==> src/rtl/sio_host.sv <==
// sio_host: host end of the 2-bit DDR half-duplex remote IO link.
// Each frame sends a start symbol and a 20-bit {addr, wdata} command, releases
// the line, then captures the returned byte stream: ADC samples followed by
// one register readback byte.
module sio_host #(
    parameter int FRAME    = 128,
    parameter int RX_FIRST = 16,
    parameter int NBYTES   = 26
) (
    input  logic        clock,
    input  logic        reset,
    input  logic        enable,
    input  logic        cmd_valid,
    output logic        cmd_ready,
    input  logic [3:0]  cmd_addr,
    input  logic [15:0] cmd_wdata,
    output logic [1:0]  sdio_out,
    output logic        sdio_oe,
    input  logic [1:0]  sdio_in,
    output logic [7:0]  sample_data,
    output logic        sample_valid,
    output logic [4:0]  sample_index,
    output logic [7:0]  rd_data,
    output logic        rd_valid,
    output logic [3:0]  rd_addr,
    output logic        frame_start
);
    // state   | meaning
    // ST_IDLE | line released, t held at 0, waiting for enable at a frame boundary
    // ST_RUN  | frame in progress, t advances every clock up to FRAME-1
    localparam int TW = $clog2(FRAME);
    localparam logic [0:0]    ST_IDLE = 1'b0;
    localparam logic [0:0]    ST_RUN  = 1'b1;
    localparam logic [TW-1:0] T_LAST  = TW'(FRAME - 1);
    localparam logic [TW-1:0] T_TURN  = TW'(10);
    localparam logic [TW-1:0] T_RX0   = TW'(RX_FIRST);
    localparam logic [TW:0]   RX_LEN  = (TW+1)'(4 * NBYTES);
    localparam logic [4:0]    K_LAST  = 5'(NBYTES - 1);

    logic [0:0]    state_q, state_d;
    logic [TW-1:0] t_q, t_d;
    logic          hold_full_q;
    logic [19:0]   hold_cmd_q;
    logic [19:0]   cmd_sr_q, cmd_sr_d;
    logic [3:0]    frame_addr_q;
    logic [1:0]    sdio_out_q, sdio_out_d;
    logic          sdio_oe_q, sdio_oe_d;
    logic          frame_start_q;
    logic [5:0]    rx_sr_q;
    logic [7:0]    sample_data_q, rd_data_q;
    logic [4:0]    sample_index_q;
    logic          sample_valid_q, rd_valid_q;
    logic [3:0]    rd_addr_q;

    logic          running, frame_end, start, load, accept;
    logic [19:0]   load_cmd;
    logic [TW-1:0] rel;
    logic          in_win, byte_done, last_byte;
    logic [4:0]    byte_k;
    logic [7:0]    rx_byte;

    assign running   = (state_q == ST_RUN);
    assign frame_end = running && (t_q == T_LAST);
    assign load      = running && (t_q == '0);
    assign load_cmd  = hold_full_q ? hold_cmd_q : 20'd0;
    assign accept    = cmd_valid && !hold_full_q;

    assign rel       = t_q - T_RX0;
    assign in_win    = running && (t_q >= T_RX0) && ({1'b0, rel} < RX_LEN);
    assign byte_done = in_win && (rel[1:0] == 2'b11);
    assign byte_k    = 5'(rel >> 2);
    assign last_byte = (byte_k == K_LAST);
    assign rx_byte   = {rx_sr_q, sdio_in};

    // Frame sequencing: enable is only looked at on a frame boundary.
    always_comb begin
        state_d = state_q;
        t_d     = t_q;
        start   = 1'b0;
        if (enable && (!running || frame_end)) begin
            start   = 1'b1;
            state_d = ST_RUN;
            t_d     = '0;
        end else if (frame_end) begin
            state_d = ST_IDLE;
            t_d     = '0;
        end else if (running) begin
            t_d = t_q + 1'b1;
        end
    end

    // Transmit symbol for the cycle about to begin; the command is taken from
    // the holding register on the edge leaving t=0, so it drives t=1 directly.
    always_comb begin
        sdio_out_d = 2'b11;
        sdio_oe_d  = 1'b0;
        cmd_sr_d   = cmd_sr_q;
        if (start) begin
            sdio_out_d = 2'b00;
            sdio_oe_d  = 1'b1;
        end else if (running && t_q < T_TURN) begin
            sdio_oe_d = 1'b1;
            if (load) begin
                sdio_out_d = load_cmd[19:18];
                cmd_sr_d   = {load_cmd[17:0], 2'b00};
            end else begin
                sdio_out_d = cmd_sr_q[19:18];
                cmd_sr_d   = {cmd_sr_q[17:0], 2'b00};
            end
        end else if (running && t_q == T_TURN) begin
            sdio_oe_d = 1'b1;
        end
    end

    // Frame counter, transmit registers and the single-entry command holding register.
    always_ff @(posedge clock or posedge reset) begin
        if (reset) begin
            state_q       <= ST_IDLE;
            t_q           <= '0;
            cmd_sr_q      <= '0;
            sdio_out_q    <= 2'b11;
            sdio_oe_q     <= 1'b0;
            frame_start_q <= 1'b0;
            hold_full_q   <= 1'b0;
            hold_cmd_q    <= '0;
            frame_addr_q  <= '0;
        end else begin
            state_q       <= state_d;
            t_q           <= t_d;
            cmd_sr_q      <= cmd_sr_d;
            sdio_out_q    <= sdio_out_d;
            sdio_oe_q     <= sdio_oe_d;
            frame_start_q <= start;
            if (load) frame_addr_q <= load_cmd[19:16];
            if (accept) begin
                hold_full_q <= 1'b1;
                hold_cmd_q  <= {cmd_addr, cmd_wdata};
            end else if (load) begin
                hold_full_q <= 1'b0;
            end
        end
    end

    // Receive shifter and byte strobes; a strobe follows the byte's last capture by one clock.
    always_ff @(posedge clock or posedge reset) begin
        if (reset) begin
            rx_sr_q        <= '0;
            sample_data_q  <= '0;
            sample_index_q <= '0;
            sample_valid_q <= 1'b0;
            rd_data_q      <= '0;
            rd_addr_q      <= '0;
            rd_valid_q     <= 1'b0;
        end else begin
            sample_valid_q <= byte_done && !last_byte;
            rd_valid_q     <= byte_done && last_byte;
            if (in_win) rx_sr_q <= rx_byte[5:0];
            if (byte_done && !last_byte) begin
                sample_data_q  <= rx_byte;
                sample_index_q <= byte_k;
            end
            if (byte_done && last_byte) begin
                rd_data_q <= rx_byte;
                rd_addr_q <= frame_addr_q;
            end
        end
    end

    assign cmd_ready    = !hold_full_q;
    assign sdio_out     = sdio_out_q;
    assign sdio_oe      = sdio_oe_q;
    assign frame_start  = frame_start_q;
    assign sample_data  = sample_data_q;
    assign sample_valid = sample_valid_q;
    assign sample_index = sample_index_q;
    assign rd_data      = rd_data_q;
    assign rd_valid     = rd_valid_q;
    assign rd_addr      = rd_addr_q;
endmodule
==> config.mk <==
export PLATFORM = sky130hd
export DESIGN_NAME = sio_host
export DESIGN_NICKNAME = d
export VERILOG_FILES = /design/src/rtl/sio_host.sv
export SDC_FILE = /design/constraint.sdc
export NUM_CORES = 1
export LEC_CHECK = 0
export CAP_MARGIN = 20
export CORE_MARGIN = 2
export CORE_UTILIZATION = 58
export DETAILED_ROUTE_END_ITERATION = 12
export HOLD_SLACK_MARGIN = 0.03
export PLACE_DENSITY = 0.85
export SYNTH_ARGS = -nofsm -noshare
export SYNTH_HDL_FRONTEND = slang
export SYNTH_SLANG_ARGS = --single-unit
export TNS_END_PERCENT = 30
==> constraint.sdc <==
create_clock -name clock -period 7.3 [get_ports clock]
set_clock_uncertainty 0.2 [all_clocks]
set_input_delay 1.46 -clock clock [delete_from_list [all_inputs] [get_ports clock]]
set_output_delay 1.46 -clock clock [all_outputs]
set_load 0.02 [all_outputs]
* Word-level counts from Yosys, hierarchy flattened
Index checks and enable logic that the tools add are counted.
Storage, ports and cells: input port bits 26, memory bits (writable) 0, memories kept 0, output and inout bits 32, ROM bits 0, bits in latches 0, bits in registers 90
Operators by class: muxes and demuxes 16, divide/modulo/power cells 0, shift-type cells 0, multipliers 0, reduce and logical (&&, ||, !) cells 20, bitwise logic cells 1, magnitude comparators 3, $add $sub $neg 2, equality and inequality tests 4
Operators by type and width (number):
- 20-bit 2-to-1 mux | 2
- 7-bit 2-to-1 mux | 3
- 1-bit logical AND | 11
- 1-bit 2-to-1 mux | 8
- 7-bit by 1-bit adder with 7-bit output, second input constant | 1
- 7-bit by 4-bit == test with 1-bit output, second input constant | 1
- 7-bit == test, second input constant | 1
- 7-bit by 5-bit greater-or-equal comparator with 1-bit output, second input constant | 1
- 7-bit zero test | 1
- 7-bit by 4-bit < comparator with 1-bit output, second input constant | 1
- 7-bit < comparator, second input constant | 1
- 7-bit by 5-bit subtractor with 7-bit output, second input constant | 1
- 2-bit 2-to-1 mux | 3
- 5-bit == test, second input constant | 1
- 2-bit nonzero test | 2
- 1-bit zero test | 3
- 3-bit nonzero test | 1
- 2-bit == test, second input constant | 1
- 2-bit AND reduction | 1
- 1-bit logical OR | 1
- 1-bit NOT | 1

* Depth between registers and ports, before layout
depth in word-level cells 7, mapped depth 8

* Worst setup path after synthesis
Ideal clock, no wire load.
kind input to register, from in cmd_valid, to reg hold_cmd_q[0], cell stages on the path 3, required time 6.975 ns, arrival 2.302 ns, setup slack 4.673 ns, path buffers 1, cells stage by stage nor2b_1 clkbuf_1 mux2_2
On the way: longest elaborated chain between the ends 1
Ends and longest elaborated chain:
- from (decl) | line 13 | input logic cmd_valid,
- 1-bit logical AND | line 66 | assign accept = cmd_valid && !hold_full_q;
- to (signal assigned) | line 137 | hold_cmd_q <= {cmd_addr, cmd_wdata};
- to (decl) | line 43 | logic [19:0] hold_cmd_q;
No other way between the ends. A chain may end at the register's enable or synchronous reset.

* Final worst setup path
from reg hold_full_q, to out cmd_ready
On the way: longest elaborated chain between the ends 1
Ends and longest elaborated chain:
- from (decl) | line 42 | logic hold_full_q;
- from (signal assigned) | line 124 | hold_full_q <= 1'b0;
- from (signal assigned) | line 136 | hold_full_q <= 1'b1;
- from (signal assigned) | line 139 | hold_full_q <= 1'b0;
- 1-bit zero test | line 169 | assign cmd_ready = !hold_full_q;
- to (decl) | line 14 | output logic cmd_ready,
No other way between the ends.

==> flow_metrics.env <==
export IMPL_synth_most_common_cell="dfrtp_1"
export IMPL_nets=407
export IMPL_worstHoldEndpoint="cmd_sr_q[6]"
export IMPL_numCtsBuffers=9
export IMPL_post_cts_buffers=0
export IMPL_reg2reg_depth=6
export IMPL_slowest_stage="dfrtp_1"
export IMPL_cp_data_arrival_time_ps=1710
export IMPL_fin_tns_setup_ps=0
export IMPL_synthArstFlopShare_pct=100
export IMPL_cts_tree="built"
export IMPL_synth_area_top_cells="dfrtp_1 57%, mux2_2 8.9%, nand2_1 6.0%"
export IMPL_synth_edf_count=0
export IMPL_clock_latency_ps=360
export IMPL_die_h_um=84.7
export IMPL_p_per_area_nw_per_um2=374
export IMPL_ys_warn_count=0
export IMPL_peakVddDrop_mv=0.220
export IMPL_drt_wl_total_mm=6.79
export IMPL_fmax_mhz=296
export IMPL_cts_num_sinks=88
export IMPL_start_util_pct=59.9
export IMPL_start_kind="flip-flop"
export IMPL_drt_iter0_drc=82
export IMPL_routedWlPerCell_um=14.8
export IMPL_antenna_found_initial=0
export IMPL_htreeDepth=3
export IMPL_cp_required_ps=5640
export IMPL_crit_type="reg2out"
export IMPL_die_w_um=84.7
export IMPL_drive_gt1_share_pct=17.3
export IMPL_rows=29
export IMPL_syn_area_per_cell_um2=11.6
export IMPL_cap_viol_max_count=0
export IMPL_antenna_cells=0
export IMPL_cp_end_kind="output port"
export IMPL_vias=2586
export IMPL_root_buffer="clkbuf_8"
export IMPL_reg2reg_from="t_q[4]"
export IMPL_synth_cell_types=43
export IMPL_seqPwrFrac_pct=46.1
export IMPL_cpLargestDelayFamily="flip-flops"
export IMPL_slew_headroom_pct=34.0
export IMPL_synthTopCellsByCount="86 x dfrtp_1, 60 x nand2_1, 30 x mux2_2"
export IMPL_ios=58
export IMPL_die_area_um2=7180
export IMPL_p_sw_mw=0.598
export IMPL_synth_seq_cells=88
export IMPL_clkPwrFrac_pct=21.3
export IMPL_slew_viol_final=0
export IMPL_core_um2=6310
export IMPL_synth_top_area_share_pct=56.9
export IMPL_swShare_pct=34.7
export IMPL_gp_congestion=0.810
export IMPL_grt_pass1_vias=2512
export IMPL_dp_hpwl_mm=4.73
export IMPL_drc=0
export IMPL_clock_path_buffers=2
export IMPL_synthFlopType="dfrtp_1"
export IMPL_rrSetupSlack_ps=4430
export IMPL_hold_depth=2
export IMPL_rsz0062_at_grt="no"
export IMPL_p_leak_nw=2.01
export IMPL_setup_viol=0
export IMPL_power_mw=1.72
export IMPL_timing_rr_end="cmd_sr_q[9]"
export IMPL_io_buffer_count=57
export IMPL_p_int_mw=1.12
export IMPL_status="completed"
export IMPL_final_hold_viol_count=0
export IMPL_crit_buf_inv=2
export IMPL_ys_seq_area_share_pct=58.3
export IMPL_cts_hold_buffers=0
export IMPL_worstPathMaxFanout=17
export IMPL_via_per_inst=5.65
export IMPL_cts_resized_gates=0
export IMPL_track_usage_pct=20.9
export IMPL_min_period_ps=3370
export IMPL_synthCells=326
export IMPL_dr_pass1_iters=4
export IMPL_syn_nets=357
export IMPL_min_path_type="reg2reg"
export IMPL_cp_num_cells=2
export IMPL_syn_area_um2=3780
export IMPL_crit_chain="inv_1 > clkdlybuf4s50_1"
export IMPL_area_growth_pct=21.7
export IMPL_period_share_pct=46.2
export IMPL_worst_pin_slew_ps=987
export IMPL_combPwrFrac_pct=32.6
export IMPL_yosys_area_top_type="dfrtp_1"
export IMPL_ant_nets=0
export IMPL_path_clk_slew_ps=90
export IMPL_grt_max_degree=89
export IMPL_overflow=0
export IMPL_cpPeakStageDelay_ps=680
export IMPL_grt_pass1_wl_mm=11.7
export IMPL_holdCritStartpoint="cmd_sr_q[6]"
==> worst min-delay path, stage by stage (launching register included) <==
cell     delay [ps]
dfrtp_1         350
nand2_1          40
o21ai_0          60
==> layout make-up <==
type / count / area (um2)
repair buffers: 61 / 621
inverters: 9 / 35.0
multi-input cells: 207 / 1430
clock buffers: 10 / 128
fillers: 459 / 1710
flip-flops and latches: 88 / 2200
well taps: 77 / 96.3
clock inverters: 6 / 92.6
==> per-layer routing <==
layer	vias to the layer above	GRT usage, %	wire [um]
met5	-	0	0
met4	0	10.1	145
met3	16	3.64	279
met2	69	34.3	3410
met1	1274	27.0	2950
li1	1227	-	-
==> power groups by stage <==
stage / Clock, mW / Combinational [mW] / Sequential [mW]
floorplan: 0 / 0.406 / 0.785
global placement: 0 / 0.538 / 0.793
detailed placement: 0 / 0.562 / 0.803
CTS: 0.374 / 0.566 / 0.794
global route: 0.397 / 0.632 / 0.819
finish: 0.367 / 0.562 / 0.794
==> registers in the layout (all words and copies together) (netlist names) <==
signal / cells
cmd_sr_q: 18
hold_cmd_q: 20
rd_addr: 4
rx_sr_q: 6
sample_valid: 1
sdio_oe: 1
sdio_out: 2
sample_index: 5
t_q: 7
running: 1
hold_full_q: 1
rd_data: 8
sample_data: 8
rd_valid: 1
frame_start: 1
frame_addr_q: 4
==> logic make-up after synthesis <==
family	after synthesis	share of synthesized area, %
AOI/OAI and AO/OA	61	9.86
xor gates and xnor gates	2	0.662
buffers and inverters	31	3.97
muxes	44	14.0
and+or+nand+nor	95	11.6
DFF	88	58.3
adders and majority gates	5	1.66
==> placed cells by master (no fill, tap or decap), types with 2 or more instances in the layout <==
cell type        Yosys  final
o31ai_1              2      2
inv_1                9      8
nor3_1              15     15
mux2_2              30     30
a221oi_1             2      2
a22o_1               4      4
a21o_1               3      3
ha_1                 5      5
a22oi_1              2      2
o32a_1               2      2
bufinv_16            0      2
mux2_4               9      9
nand3_1              2      2
nand2_1             60     60
clkdlybuf4s50_1      0     57
clkinvlp_4           0      2
buf_4                1      3
mux2_1               4      4
a21oi_1             18     18
dfstp_2              2      2
o21ai_0             24     24
dfrtp_1             86     86
nand2b_1             3      3
clkbuf_8             0      9
nor2_1               5      5
==> per-stage QoR <==
stage                     utilization (%)  hold slack, ps  cell area (um2)  setup WS (ps)  instances
after floorplan                         -             250             3780           3360        326
after global placement               68.8             262             4350           3760        440
after detailed placement             68.8             271             4350           3680        440
after CTS                            72.3             290             4570           3900        456
after global routing                 72.9             307             4600           3790        458
final                                72.9             288             4600           3930        458
==> how the worst max path moves through the flow <==
stage	startpoint	to	slack [ps]
floorplan	reset	cmd_sr_q[10]	3360
global placement	cmd_valid	hold_cmd_q[4]	3760
detailed placement	cmd_valid	hold_cmd_q[3]	3680
CTS	hold_full_q	cmd_ready	3900
global route	hold_full_q	cmd_ready	3790
finish	hold_full_q	cmd_ready	3930
Note: power is estimated with default switching activity, not from simulation.
